### config.mk
export PLATFORM = sky130hd
export DESIGN_NAME = exec_unit
export DESIGN_NICKNAME = d
export VERILOG_FILES = /design/src/rtl/exec_unit.sv
export SDC_FILE = /design/constraint.sdc
export NUM_CORES = 1
export LEC_CHECK = 0
export BUFFER_PORTS_ARGS = -buffer_cell sky130_fd_sc_hd__buf_2
export CAP_MARGIN = 10
export CORE_MARGIN = 2
export CORE_UTILIZATION = 57
export CTS_CLUSTER_SIZE = 30
export DETAILED_ROUTE_END_ITERATION = 8
export PLACE_DENSITY = 0.88
export SLEW_MARGIN = 30
export SYNTH_ARGS = -nofsm -noshare
export SYNTH_HDL_FRONTEND = slang
export SYNTH_SLANG_ARGS = --single-unit
### constraint.sdc
create_clock -name clk -period 3.2 [get_ports clk]
set_input_delay 0.96 -clock clk [delete_from_list [all_inputs] [get_ports clk]]
set_output_delay 0.96 -clock clk [all_outputs]
set_load 0.05 [all_outputs]
### src/rtl/exec_unit.sv
// rtl/exec_unit.sv - accumulator-style execution unit with A/B registers, carry, pc and blocking IN/OUT ports
// Instructions are accepted only in RUN; IN/OUT may stall in WAIT_IN/WAIT_OUT until the port handshake completes.
module exec_unit #(
   parameter int DW = 4,
   parameter int AW = 4
) (
   input  logic          clk,
   input  logic          rst,
   input  logic          instr_valid,
   output logic          instr_ready,
   input  logic [3:0]    opcode,
   input  logic [DW-1:0] imd,
   input  logic [DW-1:0] in_data,
   input  logic          in_valid,
   output logic          in_ready,
   output logic [DW-1:0] out_data,
   output logic          out_valid,
   input  logic          out_ready,
   output logic [AW-1:0] pc,
   output logic [DW-1:0] a_q,
   output logic [DW-1:0] b_q,
   output logic          carry
);

   localparam logic [1:0] RUN      = 2'd0;
   localparam logic [1:0] WAIT_IN  = 2'd1;
   localparam logic [1:0] WAIT_OUT = 2'd2;

   localparam logic [3:0] OP_ADAI = 4'b0000;
   localparam logic [3:0] OP_MVAB = 4'b0001;
   localparam logic [3:0] OP_INA  = 4'b0010;
   localparam logic [3:0] OP_MVAI = 4'b0011;
   localparam logic [3:0] OP_MVBA = 4'b0100;
   localparam logic [3:0] OP_ADBI = 4'b0101;
   localparam logic [3:0] OP_INB  = 4'b0110;
   localparam logic [3:0] OP_MVBI = 4'b0111;
   localparam logic [3:0] OP_SBAI = 4'b1000;
   localparam logic [3:0] OP_OUTB = 4'b1001;
   localparam logic [3:0] OP_SBBI = 4'b1010;
   localparam logic [3:0] OP_OUTI = 4'b1011;
   localparam logic [3:0] OP_JNCI = 4'b1110;
   localparam logic [3:0] OP_JMPI = 4'b1111;

   logic [1:0]    state;
   logic          wait_b;
   logic          is_in;
   logic [DW:0]   add_a, add_b, sub_a, sub_b;
   logic [AW-1:0] pc_inc;
   logic [AW-1:0] jmp_tgt;

   // Extra top bit carries the carry-out on add and the borrow on subtract.
   assign add_a   = {1'b0, a_q} + {1'b0, imd};
   assign add_b   = {1'b0, b_q} + {1'b0, imd};
   assign sub_a   = {1'b0, a_q} - {1'b0, imd};
   assign sub_b   = {1'b0, b_q} - {1'b0, imd};
   assign pc_inc  = pc + AW'(1);
   assign jmp_tgt = AW'(imd);
   assign is_in   = (opcode == OP_INA) || (opcode == OP_INB);

   assign instr_ready = !rst && (state == RUN);

   always_comb begin
      in_ready = 1'b0;
      if (!rst) begin
         if (state == RUN)
            in_ready = instr_valid && is_in && in_valid;
         else if (state == WAIT_IN)
            in_ready = in_valid;
      end
   end

   always_ff @(posedge clk or posedge rst) begin
      if (rst) begin
         state     <= RUN;
         wait_b    <= 1'b0;
         a_q       <= '0;
         b_q       <= '0;
         carry     <= 1'b0;
         pc        <= '0;
         out_data  <= '0;
         out_valid <= 1'b0;
      end else begin
         case (state)
            RUN: begin
               if (instr_valid) begin
                  carry <= 1'b0;
                  pc    <= pc_inc;
                  case (opcode)
                     OP_ADAI: begin a_q <= add_a[DW-1:0]; carry <= add_a[DW]; end
                     OP_ADBI: begin b_q <= add_b[DW-1:0]; carry <= add_b[DW]; end
                     OP_SBAI: begin a_q <= sub_a[DW-1:0]; carry <= sub_a[DW]; end
                     OP_SBBI: begin b_q <= sub_b[DW-1:0]; carry <= sub_b[DW]; end
                     OP_MVAB: a_q <= b_q;
                     OP_MVAI: a_q <= imd;
                     OP_MVBA: b_q <= a_q;
                     OP_MVBI: b_q <= imd;
                     OP_INA, OP_INB: begin
                        if (in_valid) begin
                           if (opcode == OP_INB) b_q <= in_data;
                           else                  a_q <= in_data;
                        end else begin
                           // Not complete yet: pc and carry stay until the data arrives.
                           carry  <= carry;
                           pc     <= pc;
                           wait_b <= (opcode == OP_INB);
                           state  <= WAIT_IN;
                        end
                     end
                     OP_OUTB, OP_OUTI: begin
                        out_data  <= (opcode == OP_OUTB) ? b_q : imd;
                        out_valid <= 1'b1;
                        state     <= WAIT_OUT;
                     end
                     OP_JNCI: if (!carry) pc <= jmp_tgt;
                     OP_JMPI: pc <= jmp_tgt;
                     default: ;
                  endcase
               end
            end
            WAIT_IN: begin
               if (in_valid) begin
                  if (wait_b) b_q <= in_data;
                  else        a_q <= in_data;
                  carry <= 1'b0;
                  pc    <= pc_inc;
                  state <= RUN;
               end
            end
            WAIT_OUT: begin
               if (out_ready) begin
                  out_valid <= 1'b0;
                  state     <= RUN;
               end
            end
            default: state <= RUN;
         endcase
      end
   end

endmodule

Yosys cells after proc, flatten, opt, wreduce, memory -nomap -nowiden
Index checks and enable logic that the tools add are counted.
W data, S select, Z words.
{ "word_totals": {"ff_bits": 21, "out_inout_bits": 20} }
{ "classes": {"add_sub_neg": 5, "n_eq_ne": 28, "n_mux": 37, "n_bitwise": 1, "n_reduce_logical": 18} }
{ "op_table": {"columns": ["operator", "count"], "rows": [
  ["$mux W4", 14],
  ["$pmux W4 S5", 2],
  ["$eq A4 B4 Y1 const B", 6],
  ["$pmux W4 S2", 3],
  ["$eq A4 B3 Y1 const B", 4],
  ["$reduce_and A7 Y1", 2],
  ["$ne A3 B3 Y1 const B", 4],
  ["$ne A6 B1 Y1 const B", 2],
  ["$pmux W4 S3", 1],
  ["$add A4 B4 Y5", 2],
  ["$ne A2 B2 Y1 const B", 5],
  ["$sub A4 B4 Y5", 2],
  ["$eq A4 B2 Y1 const B", 2],
  ["$mux W1", 8],
  ["$mux W2", 4],
  ["$reduce_and A4 Y1", 2],
  ["$pmux W2 S3", 1],
  ["$pmux W1 S5", 1],
  ["$reduce_and A5 Y1", 1],
  ["$add A4 B1 Y4 const B", 1],
  ["$eq A4 B1 Y1 const B", 1],
  ["$logic_not A4 Y1", 1],
  ["$pmux W1 S2", 2],
  ["$pmux W2 S2", 1],
  ["other kinds (13)", 17]
]} }

Logic depth before layout (Yosys ltp)
Gate-level depths: netlist (run 1).
{ "depth": {"depth_word": 6, "ltp_mapped": 8, "depth_no_buf": 8} }

Worst setup path before layout (run 1)
No wires, ideal clock.
{ "synth_path": {"path_kind": "input to output", "from": "in opcode[0]", "to": "out in_ready", "arrival_ps": 2832, "required_ps": 2240, "path_slack_ps": -592, "stages": 4, "path_buffers": 0, "path_cell_list": "nor3b_1 -> a21oi_1 -> or2_2 -> nor3_1"} }
{ "synth_via": {"elab_chain_len": 6, "elab_cells_between_ends": 7, "cone_classes": "eq/ne (2); mux (2); reduce/logical (3)"} }
{ "synth_rtl": {"columns": ["item", "line", "rtl"], "rows": [
  ["from (decl)", "11", "input logic [3:0] opcode,"],
  ["$eq A4 B2 Y1 or $eq A4 B3 Y1 (tied branches)", "58", "assign is_in = (opcode == OP_INA) || (opcode == OP_INB);"],
  ["$logic_or A1 B1 Y1 (*)", "58", null],
  ["$logic_and A1 B1 Y1 (*) (2 in series)", "66", "in_ready = instr_valid && is_in && in_valid;"],
  ["$mux W1 (*)", "65", "if (state == RUN)"],
  ["$mux W1 (*)", "64", "if (!rst) begin"],
  ["to (decl)", "15", "output logic in_ready,"]
]} }
Every way passes the cells marked *; elsewhere a longest branch is shown, timed or not.

Worst setup path in the final report (run 1)
Same ends and word-level chain as after synthesis.

==> results.py, run 1 <==
metrics = {
    "global_routing": {
        "grt_pass1_wl_um": 9320,
        "grt_pass1_vias": 1931,
        "antenna_found_initial": 0,
        "grt-ovfl-total": 0,
        "track_usage_pct": 28.1,
        "grt_start_max_net_pins": 30,
    },
    "worst_setup_path": {
        "startpoint": "opcode[0]",
        "reg2reg_from": "a_q[0]$_DFFE_PP0P_",
        "worst-path-stages": 6,
        "worstPathRequired_ns": 2.24,
        "cp_slowest_cell": "or2_2",
        "r2r_slack_ns": 1.14,
        "cp_top_family": "simple AND/OR/NAND/NOR gates",
        "r2r_end": "carry$_DFFE_PP0P_",
        "path_buf_inv": 2,
        "cp-endpoint": "in_ready",
        "worst-path-max-fanout": 2,
        "end_kind": "output pin",
        "cp.arrival_ns": 2.10,
        "worst-setup-path-type": "input pin to output pin",
        "cpPeakStageDelay_ns": 0.32,
        "crit_top_cell": "buf_2",
        "critPathLaunchType": "input pin",
        "crit_chain": "buf_2 -> nor3b_1 -> a21oi_1 -> or2_2 -> nor3_4 -> buf_2",
        "reg2regPathDepth": 8,
    },
    "cells_and_area": {
        "fin_cells": 347,
        "final_common_cell": "buf_2",
        "post-route-util_pct": 65.6,
        "insertedDiodeCount": 0,
        "nets": 338,
        "mostFrequentLayoutCells": "36 x buf_2, 27 x o21ai_0, 24 x a21oi_1",
        "layout-drive-gt1-share_pct": 18.4,
        "syn_to_final_growth_pct": 11.9,
        "final_area_mm2": 0.00238,
    },
    "sta": {
        "maxClockFrequency_mhz": 327,
        "max-slew-margin-rel_pct": 47.4,
        "drv_slew": 0,
        "finalSetupViolations": 0,
        "hold_viol_final": 0,
        "clock_skew_ns": 0.00589,
        "post-route-period-util_pct": 95.5,
        "min_period_ns": 3.06,
        "tightest_slew_ns": 0.781,
        "fin_tns_setup_ns": 0,
        "holdWs_ns": 0.489,
        "rsz0062_at_grt": "false",
    },
    "routing": {
        "drtPass1Iterations": 4,
        "wl_per_cell_um": 15.9,
        "vias": 2117,
        "drc": 0,
        "drtAntennaViolNets": 0,
        "drt_wl_total_um": 5500,
        "via_per_inst": 6.10,
        "drtIter0Drc": 205,
    },
    "cts": {
        "numCtsBuffers": 3,
        "cts_resized": 0,
        "insertion_delay_ns": 0.27,
        "cts_tree": "done",
        "holdBufCountCts": 0,
        "clockRootBuffer": "clkbuf_8",
        "ctsHtreeMaxLevel": 1,
        "path_clk_slew_ns": 0.09,
        "cts-root-to-sink-buffers": 2,
        "cts_setup_buffers": 0,
        "cts_sinks": 21,
    },
    "placed_design": {
        "dpl_cell_area_mm2": 0.00234,
        "gp_congestion": 0.962,
        "port_buffers": 36,
        "dp_cells": 343,
        "dpl.hpwl_um": 4130,
    },
    "synthesis": {
        "avgSynthCellArea_um2": 7.93,
        "syn-num-nets": 307,
        "synthDistinctLibCells": 51,
        "syn_area_mm2": 0.00213,
        "async_flop_share_pct": 100,
        "yosys_register_bits": 21,
        "ys_seq_area_share_pct": 24.6,
        "synthCells": 269,
        "ys.flop_type": "dfrtp_1",
        "synth_edf_count": 0,
        "yosysWarnings": 0,
    },
    "worst_hold_path": {
        "holdCritStartpoint": "out_data[2]$_DFFE_PP0P_",
        "worstHoldPathType": "flip-flop to flip-flop",
    },
    "power_and_ir_drop": {
        "p_leak_uw": 0.00108,
        "ir_worst_vdd_uv": 453,
        "p_per_area_mw_per_mm2": 721,
    },
    "floorplan": {
        "fp.dieH_um": 65.2,
        "die_w_um": 65.2,
        "start_util_pct": 58.7,
        "num_rows": 22,
        "ios": 37,
        "die_area_mm2": 0.00425,
        "core_area_mm2": 0.00363,
    },
    "run": {
        "maxCapViolCount": 0,
    },
    "outcome": {
        "status": "finished, final reports clean",
    },
}
==> area by class of cell <==
class	count	area, um^2
Fill cell	328	1250
Inverter	20	75.1
Sequential cell	21	526
Timing Repair Buffer	40	210
Tap cell	48	60.1
Clock inverter	1	5.00
Multi-Input combinational cell	214	1470
Clock buffer	3	41.3
==> kinds of logic (layout without fill, tap and decap cells) <==
logic type / count (synthesis) / count (layout) / share of synthesized area, %
AOI/OAI and AO/OA: 96 / 96 / 28.4
and+or+nand+nor: 88 / 88 / 22.2
adders and majority gates: 21 / 21 / 13.7
muxes: 3 / 3 / 1.53
xor gates and xnor gates: 6 / 6 / 2.46
DFF: 21 / 21 / 24.6
buffers and inverters: 34 / 64 / 7.04
==> metal layers <==
layer  vias to the layer above  global-route usage [%]  part of all wire (%)
li1                       1028                       -                     -
met3                        11                    4.11                   6.0
met4                         0                    10.7                   2.1
met5                         -                       0                     0
met2                        95                    42.7                    48
met1                       983                    40.3                    44
==> Yosys cell counts (2+ instances only) <==
cell	count	area, um^2
nand2_1	22	82.6
o22ai_1	6	37.5
nor2_1	20	75.1
a31oi_1	3	18.8
a21oi_1	24	120
a221oi_1	2	17.5
nand2b_1	7	43.8
nand4_1	4	25.0
nor2b_1	12	75.1
ha_1	17	213
a22o_1	3	26.3
buf_4	2	15.0
a22oi_1	4	30.0
and3_1	3	18.8
clkbuf_1	4	15.0
a211oi_1	2	15.0
nand3_1	4	20.0
buf_2	6	30.0
a32oi_1	4	35.0
inv_1	20	75.1
xor2_1	4	35.0
nor3_1	3	15.0
o211ai_1	4	30.0
dfrtp_1	21	526
mux2_2	2	22.5
xnor2_1	2	17.5
o31ai_1	6	45.0
o21ai_0	27	135
fa_1	4	80.1
nor3b_1	4	30.0
or2_2	2	12.5
o21a_1	2	15.0
==> power by group <==
group	internal [uW]	leakage [uW]	switching, uW
Combinational	365	0.000801	701
Sequential	354	0.000257	113
Clock	87.2	0.0000255	99.3
Total	806	0.00108	913
==> registers in the layout, indices dropped and copies added, names as in the netlist <==
| signal | cells |
|---|---|
| a_q | 4 |
| b_q | 4 |
| carry | 1 |
| out_data | 4 |
| out_valid | 1 |
| pc | 4 |
| state | 2 |
| wait_b | 1 |
==> how the worst min path moves through the flow <==
stage / slack (ns) / depth (start not counted) / endpoint
2_1_floorplan: 0.46 / 2 / wait_b$_DFFE_PP0P_
3_3_place_gp: 0.46 / 2 / out_data[2]$_DFFE_PP0P_
3_5_place_dp: 0.47 / 2 / out_data[2]$_DFFE_PP0P_
4_1_cts: 0.49 / 2 / out_data[2]$_DFFE_PP0P_
5_1_grt: 0.51 / 2 / out_data[2]$_DFFE_PP0P_
6_report: 0.49 / 2 / out_data[2]$_DFFE_PP0P_
==> worst register-to-register path, stage by stage, from the launching register on <==
cell and delay, ns:
dfrtp_1 0.42, inv_1 0.06, ha_1 0.22, fa_1 0.40, nor2b_1 0.15, o21ai_0 0.10, a32oi_1 0.21, nand3_1 0.13
a32o_1 0.27
==> metrics by stage <==
stage / worst slack, ns / power, uW
after detailed placement: 0.144 / 1520
after global routing: 0.0495 / 1850
after global placement: 0.145 / 1500
after CTS: 0.140 / 1720
final: 0.145 / 1720
after floorplan: 0.0233 / 1280
No activity file was read; power rests on OpenSTA's default activity.
==> run 2: changes to the inputs <==
- CELL_PAD_IN_SITES_DETAIL_PLACEMENT: default -> 1
- CELL_PAD_IN_SITES_GLOBAL_PLACEMENT: default -> 1
- CORE_UTILIZATION: 57 -> 42
==> run 2 against run 1 <==
Net effect: clock power barely moved; register-to-register slack got worse by 0.10 ns; power rose by 2.2%; sequential power rose by 2%; critical path type unchanged; maximum frequency fell by 2.1%; wire length rose by 25%; hold slack got worse by 0.0011 ns; flip-flop and latch count did not move.
==> results.py, run 2 (same netlist as run 1, synthesis figures left out) <==
metrics = {
    "outcome": {
        "status": "finished, final reports clean",
    },
    "sta": {
        "maxClockFrequency_mhz": 320,
        "rsz0062_at_grt": "false",
        "finalSetupViolations": 0,
        "drv_slew": 0,
        "fin_tns_setup_ns": 0,
        "max-slew-margin-rel_pct": 44.7,
        "tightest_slew_ns": 0.825,
        "post-route-period-util_pct": 97.5,
        "min_period_ns": 3.12,
        "clock_skew_ns": 0.00738,
        "hold_viol_final": 0,
    },
    "cells_and_area": {
        "nets": 339,
        "mostFrequentLayoutCells": "36 x buf_2, 27 x o21ai_0, 24 x a21oi_1",
        "insertedDiodeCount": 0,
        "layout-drive-gt1-share_pct": 18.3,
        "syn_to_final_growth_pct": 13.3,
        "post-route-util_pct": 50.1,
        "final_common_cell": "buf_2",
    },
    "worst_setup_path": {
        "critPathLaunchType": "input pin",
        "cp.arrival_ns": 2.16,
        "end_kind": "output pin",
        "worst-setup-path-type": "input pin to output pin",
        "r2r_slack_ns": 1.04,
        "reg2regPathDepth": 8,
        "worstPathRequired_ns": 2.24,
        "worst-path-max-fanout": 2,
    },
    "routing": {
        "vias": 2149,
        "drt_wl_total_um": 6860,
        "drtIter0Drc": 88,
        "drc": 0,
        "drtPass1Iterations": 4,
        "wl_per_cell_um": 18.7,
        "via_per_inst": 5.86,
        "drtAntennaViolNets": 0,
    },
    "run": {
        "maxCapViolCount": 0,
    },
    "floorplan": {
        "start_util_pct": 44.3,
        "ios": 37,
        "num_rows": 25,
        "die_area_mm2": 0.00566,
        "core_area_mm2": 0.00482,
        "fp.dieH_um": 75.3,
        "die_w_um": 75.3,
    },
    "global_routing": {
        "grt_start_max_net_pins": 30,
        "grt_pass1_vias": 2282,
        "antenna_found_initial": 0,
        "grt-ovfl-total": 0,
        "track_usage_pct": 26.1,
        "grt_pass1_wl_um": 11200,
    },
    "cts": {
        "cts_setup_buffers": 0,
        "clockRootBuffer": "clkbuf_8",
        "cts-root-to-sink-buffers": 2,
        "insertion_delay_ns": 0.27,
        "cts_tree": "done",
        "path_clk_slew_ns": 0.09,
        "cts_resized": 0,
        "ctsHtreeMaxLevel": 1,
        "cts_sinks": 21,
        "numCtsBuffers": 3,
        "holdBufCountCts": 0,
    },
    "placed_design": {
        "dpl.hpwl_um": 5200,
        "port_buffers": 36,
        "gp_congestion": 0.907,
    },
    "power_and_ir_drop": {
        "sequentialPowerShare_pct": 26.9,
        "p_switching_uw": 948,
        "pwr-share-comb_pct": 62.3,
        "internal_power_uw": 808,
        "p_leak_uw": 0.00109,
        "p_per_area_mw_per_mm2": 727,
        "p_clk_share_pct": 10.8,
        "ir_worst_vdd_uv": 527,
        "swShare_pct": 54.0,
    },
    "worst_hold_path": {
        "worstHoldPathType": "flip-flop to flip-flop",
        "holdPathStages": 2,
    },
}
-- run 2: critical path, stage by stage --
cell	delay, ns
buf_2	0.10
nor3b_1	0.27
a21oi_1	0.11
or2_2	0.32
nor3_4	0.11
buf_2	0.28
-- run 2: path summary, 6_finish.rpt --
check                                   startpoint                 endpoint
min reg2reg                out_data[0]$_DFFE_PP0P_  out_data[0]$_DFFE_PP0P_
min                        out_data[0]$_DFFE_PP0P_  out_data[0]$_DFFE_PP0P_
max reg2reg                     a_q[0]$_DFFE_PP0P_        carry$_DFFE_PP0P_
min in group asynchronous                      rst       a_q[0]$_DFFE_PP0P_
max in group asynchronous                      rst    out_valid$_DFFE_PP0P_
max                                      opcode[0]                 in_ready
-- run 2: layout make-up --
cell class | count | area [um^2]
Multi-Input combinational cell | 214 | 1470
Tap cell | 67 | 83.8
Fill cell | 644 | 2400
Timing Repair Buffer | 41 | 218
Sequential cell | 21 | 526
Clock buffer | 4 | 45.0
Inverter | 20 | 75.1
-- run 2: routing by layer --
| metal | up-vias | track usage [%] | routed length [um] |
|---|---|---|---|
| li1 | 1035 | - | - |
| met1 | 1061 | 33.5 | 3140 |
| met3 | 9 | 3.35 | 228 |
| met2 | 44 | 47.3 | 3400 |
| met5 | - | 0 | 0 |
| met4 | 0 | 4.68 | 82 |
-- run 2: metrics by stage --
step	cell area [um^2]	total power (uW)	setup slack, ns	hold slack, ns	instances
3_3_place_gp	2370	1530	0.131	0.465	363
4_1_cts	2410	1760	0.0757	0.490	367
5_1_grt	2410	1910	0.00335	0.530	367
2_1_floorplan	2140	1280	0.0233	0.464	269
6_report	2410	1760	0.0788	0.488	367
3_5_place_dp	2370	1570	0.0794	0.470	363
-- run 2: power groups by stage --
stage          Clock, uW  Sequential (uW)  Combinational (uW)
3_3_place_gp           0              472                1060
3_5_place_dp           0              479                1090
2_1_floorplan          0              743                 537
5_1_grt              201              492                1210
4_1_cts              188              474                1100
6_report             189              473                1090
